[config.mk]
export PLATFORM = sky130hd
export DESIGN_NAME = melody_sequencer
export DESIGN_NICKNAME = d
export VERILOG_FILES = /design/src/rtl/melody_pkg.sv /design/src/rtl/note_lut.sv /design/src/rtl/melody_sequencer.sv
export SDC_FILE = /design/constraint.sdc
export NUM_CORES = 1
export LEC_CHECK = 0
export CORE_MARGIN = 4
export CORE_UTILIZATION = 55
export CTS_CLUSTER_SIZE = 25
export DETAILED_ROUTE_END_ITERATION = 8
export MAX_ROUTING_LAYER = met4
export PLACE_DENSITY_LB_ADDON = 0.3
export RECOVER_POWER = 100
export SYNTH_ARGS = -nofsm -noshare
export SYNTH_HDL_FRONTEND = slang
export SYNTH_SLANG_ARGS = --single-unit
[constraint.sdc]
create_clock -name clk -period 6.1 [get_ports clk]
set_input_delay 1.22 -clock clk [delete_from_list [all_inputs] [get_ports clk]]
set_output_delay 1.22 -clock clk [all_outputs]
set_load 0.01 [all_outputs]
[src/rtl/melody_pkg.sv]
// melody_pkg: constants and types shared by the melody sequencer and the
// square-wave tone generator.
//   - note codes stored in the upper nibble of a song table entry
//   - half-period terminal counts (prescaled generator ticks) for each note
//   - song table entry layout {note[7:4], dur[3:0]} and field helpers
//   - sequencer state encoding
package melody_pkg;

  // Note codes. Codes 9..15 are not musical notes and play as rests.
  localparam logic [3:0] NOTE_REST = 4'd0;
  localparam logic [3:0] NOTE_DUO  = 4'd1;
  localparam logic [3:0] NOTE_LAI  = 4'd2;
  localparam logic [3:0] NOTE_MI   = 4'd3;
  localparam logic [3:0] NOTE_FA   = 4'd4;
  localparam logic [3:0] NOTE_SUO  = 4'd5;
  localparam logic [3:0] NOTE_LA   = 4'd6;
  localparam logic [3:0] NOTE_XI   = 4'd7;
  localparam logic [3:0] NOTE_DUO1 = 4'd8;

  // Half-period terminal counts, also used by the tone generator.
  localparam int unsigned HP_W = 13;
  localparam logic [HP_W-1:0] HP_DUO  = 13'd3822;
  localparam logic [HP_W-1:0] HP_LAI  = 13'd3405;
  localparam logic [HP_W-1:0] HP_MI   = 13'd3034;
  localparam logic [HP_W-1:0] HP_FA   = 13'd2865;
  localparam logic [HP_W-1:0] HP_SUO  = 13'd2551;
  localparam logic [HP_W-1:0] HP_LA   = 13'd2273;
  localparam logic [HP_W-1:0] HP_XI   = 13'd2024;
  localparam logic [HP_W-1:0] HP_DUO1 = 13'd1911;

  // Song table entry layout.
  localparam int unsigned ENTRY_W  = 8;
  localparam int unsigned NOTE_MSB = 7;
  localparam int unsigned NOTE_LSB = 4;
  localparam int unsigned DUR_MSB  = 3;
  localparam int unsigned DUR_LSB  = 0;

  typedef enum logic [2:0] {
    StIdle,
    StFetch,
    StPlay,
    StGap,
    StEnd
  } state_e;

  function automatic logic [3:0] entry_note(input logic [ENTRY_W-1:0] entry);
    return entry[NOTE_MSB:NOTE_LSB];
  endfunction

  // Duration in units; 0 marks the end of the song.
  function automatic logic [3:0] entry_dur(input logic [ENTRY_W-1:0] entry);
    return entry[DUR_MSB:DUR_LSB];
  endfunction

endpackage

[src/rtl/note_lut.sv]
// note_lut: combinational note code -> half-period lookup.
// Ports:
//   code        in   4   note code from a song table entry
//   half_period out  13  generator terminal count (0 for rests)
//   valid       out  1   1 for audible notes (codes 1..8), 0 for rests
module note_lut
  import melody_pkg::*;
(
  input  logic [3:0]      code,
  output logic [HP_W-1:0] half_period,
  output logic            valid
);

  always_comb begin
    half_period = '0;
    valid       = 1'b1;
    unique case (code)
      NOTE_DUO:  half_period = HP_DUO;
      NOTE_LAI:  half_period = HP_LAI;
      NOTE_MI:   half_period = HP_MI;
      NOTE_FA:   half_period = HP_FA;
      NOTE_SUO:  half_period = HP_SUO;
      NOTE_LA:   half_period = HP_LA;
      NOTE_XI:   half_period = HP_XI;
      NOTE_DUO1: half_period = HP_DUO1;
      default:   valid = 1'b0;  // NOTE_REST and unused codes 9..15
    endcase
  end

endmodule

[src/rtl/melody_sequencer.sv]
// melody_sequencer: plays a programmable song table into the tone generator.
// Each entry {note, dur} sounds for dur*UNIT_CYCLES cycles and is followed by
// GAP_CYCLES of silence so repeated notes stay distinct.
// Ports:
//   clk, rst     system clock, synchronous active-high reset
//   start        pulse, begins playback at entry 0 when idle
//   stop         aborts playback (highest priority)
//   loop         sampled at end of song; 1 restarts at entry 0
//   wr_en/wr_addr/wr_data  table write port, honoured only while idle
//   half_period  tone generator terminal count
//   tone_en      1 = generator toggles, 0 = silent
//   note_idx     index of the entry being played
//   busy         high whenever not idle
//   done         one-cycle pulse at the end of a non-looping song
module melody_sequencer
  import melody_pkg::*;
#(
  parameter int unsigned SONG_LEN    = 16,
  parameter int unsigned UNIT_CYCLES = 1500000,
  parameter int unsigned GAP_CYCLES  = 120000,
  parameter int unsigned AW          = $clog2(SONG_LEN)
) (
  input  logic               clk,
  input  logic               rst,
  input  logic               start,
  input  logic               stop,
  input  logic               loop,
  input  logic               wr_en,
  input  logic [AW-1:0]      wr_addr,
  input  logic [ENTRY_W-1:0] wr_data,
  output logic [HP_W-1:0]    half_period,
  output logic               tone_en,
  output logic [AW-1:0]      note_idx,
  output logic               busy,
  output logic               done
);

  // One down-counter serves both PLAY and GAP, so size it for the longer one.
  localparam longint unsigned PlayMax = 64'(15) * 64'(UNIT_CYCLES);
  localparam longint unsigned CntMax  = (PlayMax > 64'(GAP_CYCLES)) ? PlayMax : 64'(GAP_CYCLES);
  localparam int unsigned     CntW    = $clog2(CntMax + 64'(1));
  localparam logic [AW-1:0]   LastAddr = AW'(SONG_LEN - 1);

  state_e              state_q, state_d;
  logic [AW-1:0]       addr_q, addr_d;
  logic [CntW-1:0]     cnt_q, cnt_d;
  logic [HP_W-1:0]     hp_q, hp_d;
  logic                tone_q, tone_d;
  logic [AW-1:0]       idx_q, idx_d;

  logic [ENTRY_W-1:0]  mem [SONG_LEN];
  logic [ENTRY_W-1:0]  fetch_entry;
  logic [3:0]          fetch_dur;
  logic [HP_W-1:0]     lut_hp;
  logic                lut_valid;

  // Table storage has no reset; contents survive rst.
  always_ff @(posedge clk) begin
    if (wr_en && (state_q == StIdle)) begin
      mem[wr_addr] <= wr_data;
    end
  end

  // The entry addressed during FETCH is decoded combinationally and captured
  // into the PLAY registers on the FETCH exit edge, giving the one-cycle
  // registered read. A write in the start cycle is therefore already visible.
  assign fetch_entry = mem[addr_q];
  assign fetch_dur   = entry_dur(fetch_entry);

  note_lut u_note_lut (
    .code        (entry_note(fetch_entry)),
    .half_period (lut_hp),
    .valid       (lut_valid)
  );

  always_ff @(posedge clk) begin
    if (rst) begin
      state_q <= StIdle;
      addr_q  <= '0;
      cnt_q   <= '0;
      hp_q    <= '0;
      tone_q  <= 1'b0;
      idx_q   <= '0;
    end else begin
      state_q <= state_d;
      addr_q  <= addr_d;
      cnt_q   <= cnt_d;
      hp_q    <= hp_d;
      tone_q  <= tone_d;
      idx_q   <= idx_d;
    end
  end

  always_comb begin
    state_d = state_q;
    addr_d  = addr_q;
    cnt_d   = cnt_q;
    hp_d    = hp_q;
    tone_d  = tone_q;
    idx_d   = idx_q;
    done    = 1'b0;

    unique case (state_q)
      StIdle: begin
        if (start && !stop) begin
          state_d = StFetch;
          addr_d  = '0;
        end
      end

      StFetch: begin
        if (fetch_dur == 4'd0) begin
          state_d = StEnd;
        end else begin
          state_d = StPlay;
          cnt_d   = CntW'(fetch_dur) * CntW'(UNIT_CYCLES) - CntW'(1);
          hp_d    = lut_hp;
          tone_d  = lut_valid;
          idx_d   = addr_q;
        end
      end

      StPlay: begin
        if (cnt_q == '0) begin
          state_d = StGap;
          cnt_d   = CntW'(GAP_CYCLES - 1);
          tone_d  = 1'b0;
        end else begin
          cnt_d = cnt_q - CntW'(1);
        end
      end

      StGap: begin
        if (cnt_q == '0) begin
          // Running off the last entry ends the song like a marker would.
          if (addr_q == LastAddr) begin
            state_d = StEnd;
          end else begin
            state_d = StFetch;
            addr_d  = addr_q + 1'b1;
          end
        end else begin
          cnt_d = cnt_q - CntW'(1);
        end
      end

      StEnd: begin
        if (loop) begin
          state_d = StFetch;
          addr_d  = '0;
        end else begin
          state_d = StIdle;
          done    = 1'b1;
        end
      end

      default: state_d = StIdle;
    endcase

    // Abort overrides every transition above, including the done pulse.
    if (stop && (state_q != StIdle)) begin
      state_d = StIdle;
      tone_d  = 1'b0;
      done    = 1'b0;
    end
  end

  assign half_period = hp_q;
  assign tone_en     = tone_q;
  assign note_idx    = idx_q;
  assign busy        = (state_q != StIdle);

endmodule

==> metrics.md <==
| Metric | Value |
|---|---|
| Post-Synthesis Cell Area | 9380 um^2 |
| Clock-pin transition on the worst setup and hold timing paths | 0.07 ns |
| Pre-antenna DRT Iters | 5 |
| Outcome | finished, violations left |
| Setup tns final | 0 ns |
| Syn Area/Cell | 11.7 um^2 |
| GRT busiest layer | met2 |
| Hold path depth | 2 |
| Register bit total from synthesis | 181 |
| Max clock buf depth | 2 |
| All-Layer GR Usage | 24.3% |
| Post-synthesis cell type count | 73 |
| # port buffers | 36 |
| Final Max Tran Viols | 56 |
| Register area share after synthesis | 52.3% |
| Crit Path Max Fanout | 18 |
| Iteration-0 DRC Markers | 970 |
| WP depth | 14 |
| Post-synth EDFFs | 128 |
| CP required | 6.47 ns |
| Final Setup Violations | 0 |
| Rel. slew slack | -32.2% |
| Crit Path Class | flop to flop |
| Chip Height | 139 um |
| Crit path max-delay family | simple AND/OR/NAND/NOR gates |
| Cts hold-fix bufs | 0 |
| M2 GR Usage | 40.1% |
| Ys Warns | 0 |
| Max rail drop VDD | 222 uV |
| Number of global-route vias before repair | 6476 |
| Reg2Reg Depth | 14 |
| Gate Count Post-Synth | 802 |
| Hold_ws | 0.463 ns |
| First-pass GRT wire length | 35.8 mm |
| Arrival time worst endpoint | 6.11 ns |
| Combinational family with the most area after synthesis | simple AND/OR/NAND/NOR gates |
| Worst path max stage delay | 0.77 ns |
| Area of the die | 19200 um^2 |
| Crit path max-delay cell type | dfxtp_1 |
| Largest net degree at the start of global routing | 50 |
| Clk sinks | 181 |
| Site Rows | 47 |
| Vias per inst | 6.44 |
| Max-cap violations | 5 |
| Starting Density | 56.4% |
| Fill cells | 1218 |
| # diodes | 0 |
| Layout Utilization | 63.2% |
| Remaining antenna violation count | 0 |
| Leak pwr | 3.67 nW |
| Fmax | 0.174 GHz |
| Least-Margin Pin Slew | 1.98 ns |
| Total grt overflow | 0 |
| Largest area contributor in the netlist | edfxtp_1 |
| Most frequent cells after synthesis | edfxtp_1, nor2_1, nand2_1 |
| Wirelength per Cell | 21.1 um |
| Layout cell share with drive strength beyond 1 | 11.2% |
| Via count | 6815 |
| Worst min-delay path class | flop to flop |
| Cts repair resizes | 0 |
| Final Net Count | 877 |
| Placer Congestion | 0.989 |
| Simple-Gate Fraction of Synth Area | 14.6% |
| H-tree levels | 4 |
| Dominant cells by area after synthesis | edfxtp_1, dfxtp_1, mux4_2 |
| Post-route total power | 2.86 mW |
| Num CTS Buffers | 17 |
| Post-Synth Adder-Cell Area | 4.78% |
| Met3 Track Usage GR | 4.66% |
| Core area | 16600 um^2 |
| Skew final | 0.0141 ns |
| CTS tree | yes |
| # IOs | 38 |
| Critical Path Sink Type | flop |
| Startpoint Class | flop |
| Syn_nets | 854 |
| Drt drc | 0 |
| Critical-path cell list | buf_4 > mux4_2 > mux4_2 > ha_1 > or2_2 > ha_1 > a211o_1 > and4_1 > a2111oi_2 > nand4b_2 > nor4_4 > nand2_1 > or3_1 > nand3_1 |
| Count leader, synth | edfxtp_1 |
| Post-layout min period | 5.74 ns |
| DIE WIDTH | 139 um |
| Unrepaired setup endpoints after global routing | no |
| Ys async rst share | 0% |
| Main flop type after synthesis | edfxtp_1 |
| Failing checks | max-capacitance violations, max-slew violations |
| CTS root buf | clkbuf_16 |
| Post-synthesis compound-gate area fraction | 13.3% |
| DP Wirelength | 15.1 mm |
| Part of the cycle the worst path needs | 94.2% |
| Worst path bufs/invs | 1 |
| M1 GR Usage | 30.3% |
| Post-CTS setup buffer count | 0 |
| Pwr dens | 272 nW/um^2 |
| Initial antenna violation count | 0 |
| Hold Violations, Final | 0 |
| Xor/xnor share of the synthesized area | 2.41% |
| Mux contribution to synthesized area | 9.82% |
| Syn-to-layout area delta | 12.1% |
| Final WL | 22.4 mm |
| Clk_lat worst skew | 0.43 ns |
| Top-area cell type share of the netlist area | 41.0% |
==> kinds of logic (layout without fill, tap and decap cells) <==
family / count (synthesis) / after routing
adder cells (fa/ha/maj): 34 / 34
multiplexers: 42 / 42
other: 1 / 1
XOR/XNOR: 25 / 25
buffers and inverters: 64 / 100
AND/OR/NAND/NOR: 270 / 270
flip-flops: 181 / 181
AO/OA/AOI/OAI: 185 / 185
==> metal layers <==
metal | vias to the layer above | routed length, um
li1 | 3124 | -
met1 | 3375 | 9040
met2 | 276 | 11600
met3 | 40 | 1250
met4 | 0 | 498
met5 | - | 0
==> worst min-delay path, cell delays in order, from the launching register on <==
cell and delay, ns:
dfxtp_1 0.31, nand2_1 0.05, a21oi_1 0.05
==> through the flow <==
| stage | instance area [um^2] | instances | setup slack, ns |
|---|---|---|---|
| global placement | 9950 | 1026 | 0.590 |
| global route | 10500 | 1058 | 0.0173 |
| detailed placement | 9950 | 1026 | 0.371 |
| floorplan | 9380 | 802 | 0.243 |
| CTS | 10500 | 1058 | 0.340 |
| finish | 10500 | 1058 | 0.356 |
==> worst paths after layout <==
kind / to / slack, ns / from
setup / recovery: cnt_q[20] / 0.36 / flop
hold / removal: half_period[0] / 0.46 / half_period[0]
setup reg to reg: cnt_q[20] / 0.36 / flop
hold reg to reg: half_period[0] / 0.46 / half_period[0]
==> layout make-up <==
type / instances / area, um^2 / share of cell area, %
Clock buffer: 17 / 425 / 4.05
Multi-Input combinational cell: 557 / 4220 / 40.1
Sequential cell: 181 / 4910 / 46.7
Timing Repair Buffer: 45 / 424 / 4.03
Inverter: 23 / 86.3 / 0.821
Clock inverter: 15 / 178 / 1.69
Tap cell: 220 / 275 / 2.62
==> layout by cell type (no fill, tap or decap), types with 5 or more instances in the layout <==
cell type / n
nand2_1: 56
o21ai_0: 28
nor3_1: 27
nand3_1: 19
dfxtp_1: 52
nand2b_1: 19
xor2_1: 12
or3_1: 9
clkbuf_16: 17
inv_8: 6
xnor2_1: 12
nor4_1: 11
a21oi_1: 53
a211oi_1: 12
edfxtp_1: 128
and2_1: 6
nand3b_1: 9
o21ai_1: 14
inv_1: 23
a21o_1: 7
buf_4: 8
a22oi_1: 8
mux4_2: 40
nor2_1: 78
and3_1: 5
o21a_1: 7
a311oi_1: 5
dlygate4sd3_1: 28
ha_1: 31
nor3b_1: 6
clkdlybuf4s50_1: 8
or4_1: 5
==> state kept, by name, indices dropped and copies added (netlist names), named ones only <==
signal / cells
half_period: 12
state_q: 3
mem: 128
note_idx: 4
tone_en: 1
cnt_q: 25
addr_q: 4
==> power breakdown <==
| group | switching, mW | internal, mW |
|---|---|---|
| clock | 0.522 | 0.589 |
| sequential | 0.0349 | 1.35 |
| combinational | 0.227 | 0.130 |
No activity file was read; power rests on OpenSTA's default activity.
